File: src/rtl/mips_bus_monitor.sv
// Run monitor and Avalon-MM protocol checker for NUM_CH master->slave buses.
// Optional stall counters are enabled with `define MIPS_BUS_MON_STALL_EN.
module mips_bus_monitor #(
   parameter int NUM_CH         = 1,
   parameter int ADDR_W         = 32,
   parameter int DATA_W         = 32,
   parameter int TIMEOUT_CYCLES = 10000,
   parameter int CNT_W          = 32,
   localparam int BE_W          = DATA_W / 8
) (
   input  logic                     clk,
   input  logic                     reset,
   input  logic                     cpu_active,
   input  logic                     wb_empty,
   input  logic [NUM_CH*ADDR_W-1:0] address,
   input  logic [NUM_CH*BE_W-1:0]   byteenable,
   input  logic [NUM_CH-1:0]        read,
   input  logic [NUM_CH-1:0]        write,
   input  logic [NUM_CH*DATA_W-1:0] writedata,
   input  logic [NUM_CH-1:0]        waitrequest,
   output logic [2:0]               state,
   output logic [CNT_W-1:0]         cycles,
   output logic                     done,
   output logic                     timeout,
   output logic [NUM_CH*CNT_W-1:0]  xfer_count,
   output logic [NUM_CH-1:0]        violation,
   output logic [NUM_CH*2-1:0]      viol_code
`ifdef MIPS_BUS_MON_STALL_EN
   ,
   output logic [NUM_CH*CNT_W-1:0]  stall_count
`endif
);

   typedef enum logic [2:0] {
      S_IDLE    = 3'd0,
      S_RUN     = 3'd1,
      S_DRAIN   = 3'd2,
      S_DONE    = 3'd3,
      S_TIMEOUT = 3'd4
   } state_e;

   state_e           state_q, state_d;
   logic [CNT_W-1:0] cycles_q, cycles_d;
   logic             finish;
   logic             at_limit;

   always_comb begin
      state_d  = state_q;
      cycles_d = cycles_q;
      finish   = !cpu_active && wb_empty;
      at_limit = (cycles_q == CNT_W'(TIMEOUT_CYCLES));
      unique case (state_q)
         S_IDLE: begin
            if (cpu_active) state_d = S_RUN;
         end
         S_RUN, S_DRAIN: begin
            // the counter parks at the limit so it reads exactly TIMEOUT_CYCLES
            if (!at_limit) cycles_d = cycles_q + 1'b1;
            if (finish)                                state_d = S_DONE;
            else if (at_limit)                         state_d = S_TIMEOUT;
            else if (state_q == S_DRAIN && cpu_active) state_d = S_RUN;
            else if (state_q == S_RUN && !cpu_active)  state_d = S_DRAIN;
         end
         default: ;
      endcase
   end

   always_ff @(posedge clk or negedge reset) begin
      if (!reset) begin
         state_q  <= S_IDLE;
         cycles_q <= '0;
      end else begin
         state_q  <= state_d;
         cycles_q <= cycles_d;
      end
   end

   assign state   = state_q;
   assign cycles  = cycles_q;
   assign done    = (state_q == S_DONE);
   assign timeout = (state_q == S_TIMEOUT);

   for (genvar c = 0; c < NUM_CH; c++) begin : g_ch
      logic [ADDR_W-1:0] addr;
      logic [BE_W-1:0]   be;
      logic [DATA_W-1:0] wd;
      logic              rd, wr, wt, req, changed;
      logic [ADDR_W-1:0] p_addr_q;
      logic [BE_W-1:0]   p_be_q;
      logic [DATA_W-1:0] p_wd_q;
      logic              p_rd_q, p_wr_q, p_pend_q;
      logic [CNT_W-1:0]  xfer_q, xfer_d;
      logic              viol_q, viol_d;
      logic [1:0]        code_q, code_d, err;

      assign addr = address[c*ADDR_W +: ADDR_W];
      assign be   = byteenable[c*BE_W +: BE_W];
      assign wd   = writedata[c*DATA_W +: DATA_W];
      assign rd   = read[c];
      assign wr   = write[c];
      assign wt   = waitrequest[c];

      always_comb begin
         req     = rd | wr;
         changed = (addr != p_addr_q) || (be != p_be_q) ||
                   (rd != p_rd_q) || (wr != p_wr_q) ||
                   (wr && (wd != p_wd_q));
         err     = 2'b00;
         if (rd && wr)                err = 2'b01;
         else if (p_pend_q && changed) err = 2'b10;
         else if (req && be == '0)     err = 2'b11;
         xfer_d = xfer_q;
         if (req && !wt && xfer_q != '1) xfer_d = xfer_q + 1'b1;
         viol_d = viol_q;
         code_d = code_q;
         if (!viol_q && err != 2'b00) begin
            viol_d = 1'b1;
            code_d = err;
         end
      end

      always_ff @(posedge clk or negedge reset) begin
         if (!reset) begin
            p_addr_q <= '0;
            p_be_q   <= '0;
            p_wd_q   <= '0;
            p_rd_q   <= 1'b0;
            p_wr_q   <= 1'b0;
            p_pend_q <= 1'b0;
            xfer_q   <= '0;
            viol_q   <= 1'b0;
            code_q   <= 2'b00;
         end else begin
            p_addr_q <= addr;
            p_be_q   <= be;
            p_wd_q   <= wd;
            p_rd_q   <= rd;
            p_wr_q   <= wr;
            p_pend_q <= req & wt;
            xfer_q   <= xfer_d;
            viol_q   <= viol_d;
            code_q   <= code_d;
         end
      end

      assign xfer_count[c*CNT_W +: CNT_W] = xfer_q;
      assign violation[c]                 = viol_q;
      assign viol_code[c*2 +: 2]          = code_q;

`ifdef MIPS_BUS_MON_STALL_EN
      logic [CNT_W-1:0] stall_q, stall_d;

      always_comb begin
         stall_d = stall_q;
         if (req && wt && stall_q != '1) stall_d = stall_q + 1'b1;
      end

      always_ff @(posedge clk or negedge reset) begin
         if (!reset) stall_q <= '0;
         else        stall_q <= stall_d;
      end

      assign stall_count[c*CNT_W +: CNT_W] = stall_q;
`endif
   end

endmodule
File: config.mk
export PLATFORM = sky130hd
export DESIGN_NAME = mips_bus_monitor
export DESIGN_NICKNAME = d
export VERILOG_FILES = /design/src/rtl/mips_bus_monitor.sv
export SDC_FILE = /design/constraint.sdc
export NUM_CORES = 1
export LEC_CHECK = 0
export CAP_MARGIN = 30
export CORE_ASPECT_RATIO = 0.75
export CORE_MARGIN = 8
export CORE_UTILIZATION = 30
export DETAILED_ROUTE_END_ITERATION = 6
export MAX_ROUTING_LAYER = met4
export PLACE_DENSITY_LB_ADDON = 0.08
export SYNTH_ARGS = -nofsm -noshare
export SYNTH_HDL_FRONTEND = slang
export SYNTH_SLANG_ARGS = --single-unit
File: constraint.sdc
create_clock -name clk -period 2.01 [get_ports clk]
set_input_delay 0.402 -clock clk [delete_from_list [all_inputs] [get_ports clk]]
set_output_delay 0.402 -clock clk [all_outputs]
set_load 0.01 [all_outputs]
==> results list <==
* Outcome: finished with violations
- The checks that failed: negative setup slack.
* IO Count: 147
- Global-route wire length before repair: about 26 mm
- The initial antenna violation count is 0.
- After synthesis, the netlist uses 45 different library cells.
* Top cell type by total area after synthesis: sky130_fd_sc_hd__dfrtp_1
* Final number of hold-violating endpoints: 0
- After layout, the design draws a total of 7.18 mW.
* H-tree levels: 4
- DRC Markers: 0
* Maximum number of pins on one net before global-route repair: 48
- Prior to clock tree synthesis, the placed netlist has a worst setup slack of -478 ps.
- Core Rows: 44
- Total detailed-routing wirelength: between 15 and 20 mm
* Predominant post-synthesis flop cell: sky130_fd_sc_hd__dfrtp_1
- Setup violations remaining at the end of the flow were counted as 22.
- TritonCTS built the clock tree.
- The tightest min-delay check is of the in -> reg type.
- Max-cap violations in this run came to 0.
- Derived from the worst setup path, the maximum achievable clock frequency is about 0.47 GHz.
* Reported leakage power: about 4.2 nW
- DP Wirelength: about 12 mm
- After synthesis the netlist holds a flip-flop and latch count of around 140.
* Die boundary width: 179 um
- At the end of the flow, the number of nets in the layout was about 800.
- For this run, asynchronously set or reset flops after synthesis account for 100%.
- The later pin in the worst-skew pair is clocked with a latency of 420 ps.
- Synthesis Warnings: 0
- Once layout is done, the placed cells without fillers occupy ~9300 um^2.
* Number of nets still failing antenna checks after routing: 0
- Top cells by area, synth: sky130_fd_sc_hd__dfrtp_1, sky130_fd_sc_hd__xnor2_1, sky130_fd_sc_hd__xor2_1
- Max-Slew Margin vs Limit: approximately two thirds
- Slew @ Worst Pin: about 500 ps
- Number of flops mapped to enable cells by yosys: 0
* Worst Slack Setup Final: -104 ps
- The critical path is of the reg -> reg type.
- Floorplan core area: ~19000 um^2
* Avg WL per Cell: 16.3 um
- Once the floorplan was initialized, standard cells occupied 30.8% of the core.
* Clock transition at the register clock pins on the worst setup and hold paths after CTS: around 60 ps
- Synthesis produced a netlist with a net count of approximately 570.
* CTS Buf Count: 17
* Most frequent cell after synthesis: sky130_fd_sc_hd__dfrtp_1
- Vias in the first global route: 4784
- In the finished design, the share of the clock period the worst path needs comes to 105%.
- Buffers placed on the I/O ports in this run total between 100 and 150.
- Residual overflow from global routing: 0
* Drt first-iter violations: roughly 180
- VDD sags by at most between 0.0005 and 0.0006 V.
* Number of filler instances in the final layout: ~1800
- Each instance of the synthesized netlist takes up on average about 12 um^2.
- Final min period: roughly 2100 ps
- Cell area after synthesis: between 5000 and 6000 um^2
- Fraction of synthesized cell area taken by the top area cell type: about three fifths
- The number of antenna diodes in the final layout is 0.
* Final slew viol count: 0
- Worst hold margin: between 100 and 150 ps
* Die area: roughly 25000 um^2
* Clock tree root buffer cell: sky130_fd_sc_hd__clkbuf_16
- Maximum net fanout on the critical path: 6
- Detailed routing inserted a total of roughly 4400 vias.
- Of the synthesized area, sequential elements account for between 50% and 60%.
- Dividing total power by cell area gives a power density of 775 nW/um^2.
* Gr usage total: 13.5%
- The clock drives about 140 sinks.
* Syn Inst Count: around 490
* Top cells by count, synth: sky130_fd_sc_hd__dfrtp_1, sky130_fd_sc_hd__xnor2_1, sky130_fd_sc_hd__xor2_1, sky130_fd_sc_hd__nand2_1, sky130_fd_sc_hd__nand4_1
- Required time of the critical path: around 2300 ps
* Buffers from clock root to sink, at most: 2
* Post-route clock skew: 12.5 ps
- The area growth from synthesis to layout is 54.9%.
- Routability congestion estimate: approximately 0.8
* Crit path capture type: flip-flop
* Fraction of final layout cells with drive strength greater than 1: 22.0%
* Routed via count divided by cell count: 4.47
- The pre-antenna-repair detailed-routing pass consisted of 4 iterations.
- Worst Setup Start Kind: flip-flop
- The die is 138 um tall.
- The placed instances occupy a cell area of around 8300 um^2.
* Data arrival time at the worst-slack endpoint: 2410 ps
* Setup repair after global routing missed its margin: true
worst paths after layout:
kind	startpoint	end	slack (ps)	depth (start not counted)
max in group asynchronous	reset	g_ch[0].p_addr_q[16]$_DFF_PN0_	840	3
hold reg to reg	g_ch[0].p_pend_q$_DFF_PN0_	viol_code[0]$_DFFE_PN0P_	460	1
min in group asynchronous	reset	cycles[23]$_DFFE_PN0P_	510	2
hold / removal	writedata[3]	g_ch[0].p_wd_q[3]$_DFF_PN0_	150	1
setup / recovery	cycles[24]$_DFFE_PN0P_	cycles[31]$_DFFE_PN0P_	-100	7
setup reg to reg	cycles[24]$_DFFE_PN0P_	cycles[31]$_DFFE_PN0P_	-100	7
critical path, cell delays in order, from the launching register on:
cell and delay (ps):
sky130_fd_sc_hd__dfrtp_1 390, sky130_fd_sc_hd__nor4bb_2 300, sky130_fd_sc_hd__buf_4 150, sky130_fd_sc_hd__nand4_1 240, sky130_fd_sc_hd__o21ai_4 380, sky130_fd_sc_hd__or3_4 300
sky130_fd_sc_hd__nor3_4 60, sky130_fd_sc_hd__xor2_1 160
repair_timing:
item / in CTS / in global routing
gates resized for setup: 22 / 49
pin swaps: 18 / 35
buffers inserted: 2 / 6
endpoints found under the setup margin: 28 / 45
hold endpoints to repair: 44 / 0
hold buffers: 1 / 0
flip-flops by register name, summed over array words and instances, names as in the netlist:
register,cells
g_ch.p_be_q,4
state,3
g_ch.p_wd_q,32
g_ch.p_pend_q,1
xfer_count,32
violation,1
viol_code,2
g_ch.p_rd_q,1
cycles,32
g_ch.p_wr_q,1
g_ch.p_addr_q,32
final cells by class:
type / count / area [um^2] / share of cell area [%]
tap: 253 / 317 / 3.42
inverter: 16 / 60.1 / 0.649
clock inverter: 9 / 138 / 1.49
clock buffer: 21 / 470 / 5.08
sequential: 141 / 3530 / 38.1
timing repair buffer: 226 / 2140 / 23.1
multi-input combinational: 328 / 2600 / 28.1
cells by family after synthesis:
kind of cell	after synthesis	synth area share, %
xor gates and xnor gates	127	18.6
DFF	141	59.0
muxes	3	0.607
and+or+nand+nor	173	17.1
buffers and inverters	20	1.42
AOI/OAI and AO/OA	22	2.59
adders and majority gates	3	0.628
through the flow:
step / util, % / setup TNS [ps] / std cells
2_1_floorplan: - / 0 / 489
3_3_place_gp: 42.7 / -5570 / 956
3_5_place_dp: 42.7 / -6280 / 956
4_1_cts: 46.4 / -566 / 989
5_1_grt: 47.7 / -3720 / 994
6_report: 47.7 / -1140 / 994
report_power, final:
group / total (mW) / leakage [nW] / internal [mW] / switching, mW
Clock: 3.27 / 0.283 / 2.04 / 1.23
Sequential: 3.08 / 1.76 / 2.98 / 0.103
Combinational: 0.828 / 2.13 / 0.474 / 0.354
Total: 7.18 / 4.18 / 5.49 / 1.69
routing by layer:
metal / share of wire, % / routed length (um) / global-route usage [%] / vias up
li1: - / - / - / 2164
met1: 50 / 8150 / 18.9 / 2168
met2: 42 / 6850 / 18.0 / 102
met3: 6.7 / 1080 / 4.52 / 10
met4: 1.0 / 163 / 4.30 / 0
met5: 0 / 0 / - / -
layout by cell type, fill, tap and decap left out, drive strengths merged, types with 5 or more instances in the layout:
cell type / Yosys / layout
dlymetal6s2s: 0 / 13
nand2b: 5 / 5
xor2: 38 / 38
xnor2: 89 / 89
nand3: 17 / 17
buf: 3 / 80
and2: 5 / 5
dfrtp: 141 / 141
a21oi: 6 / 6
nor3: 10 / 10
nor4: 14 / 14
nand2: 37 / 37
clkdlybuf4s50: 0 / 131
inv: 16 / 16
nand4: 38 / 38
clkbuf: 1 / 21
and3: 11 / 11
nor2: 23 / 23
Note: power is estimated with default switching activity, not from simulation.
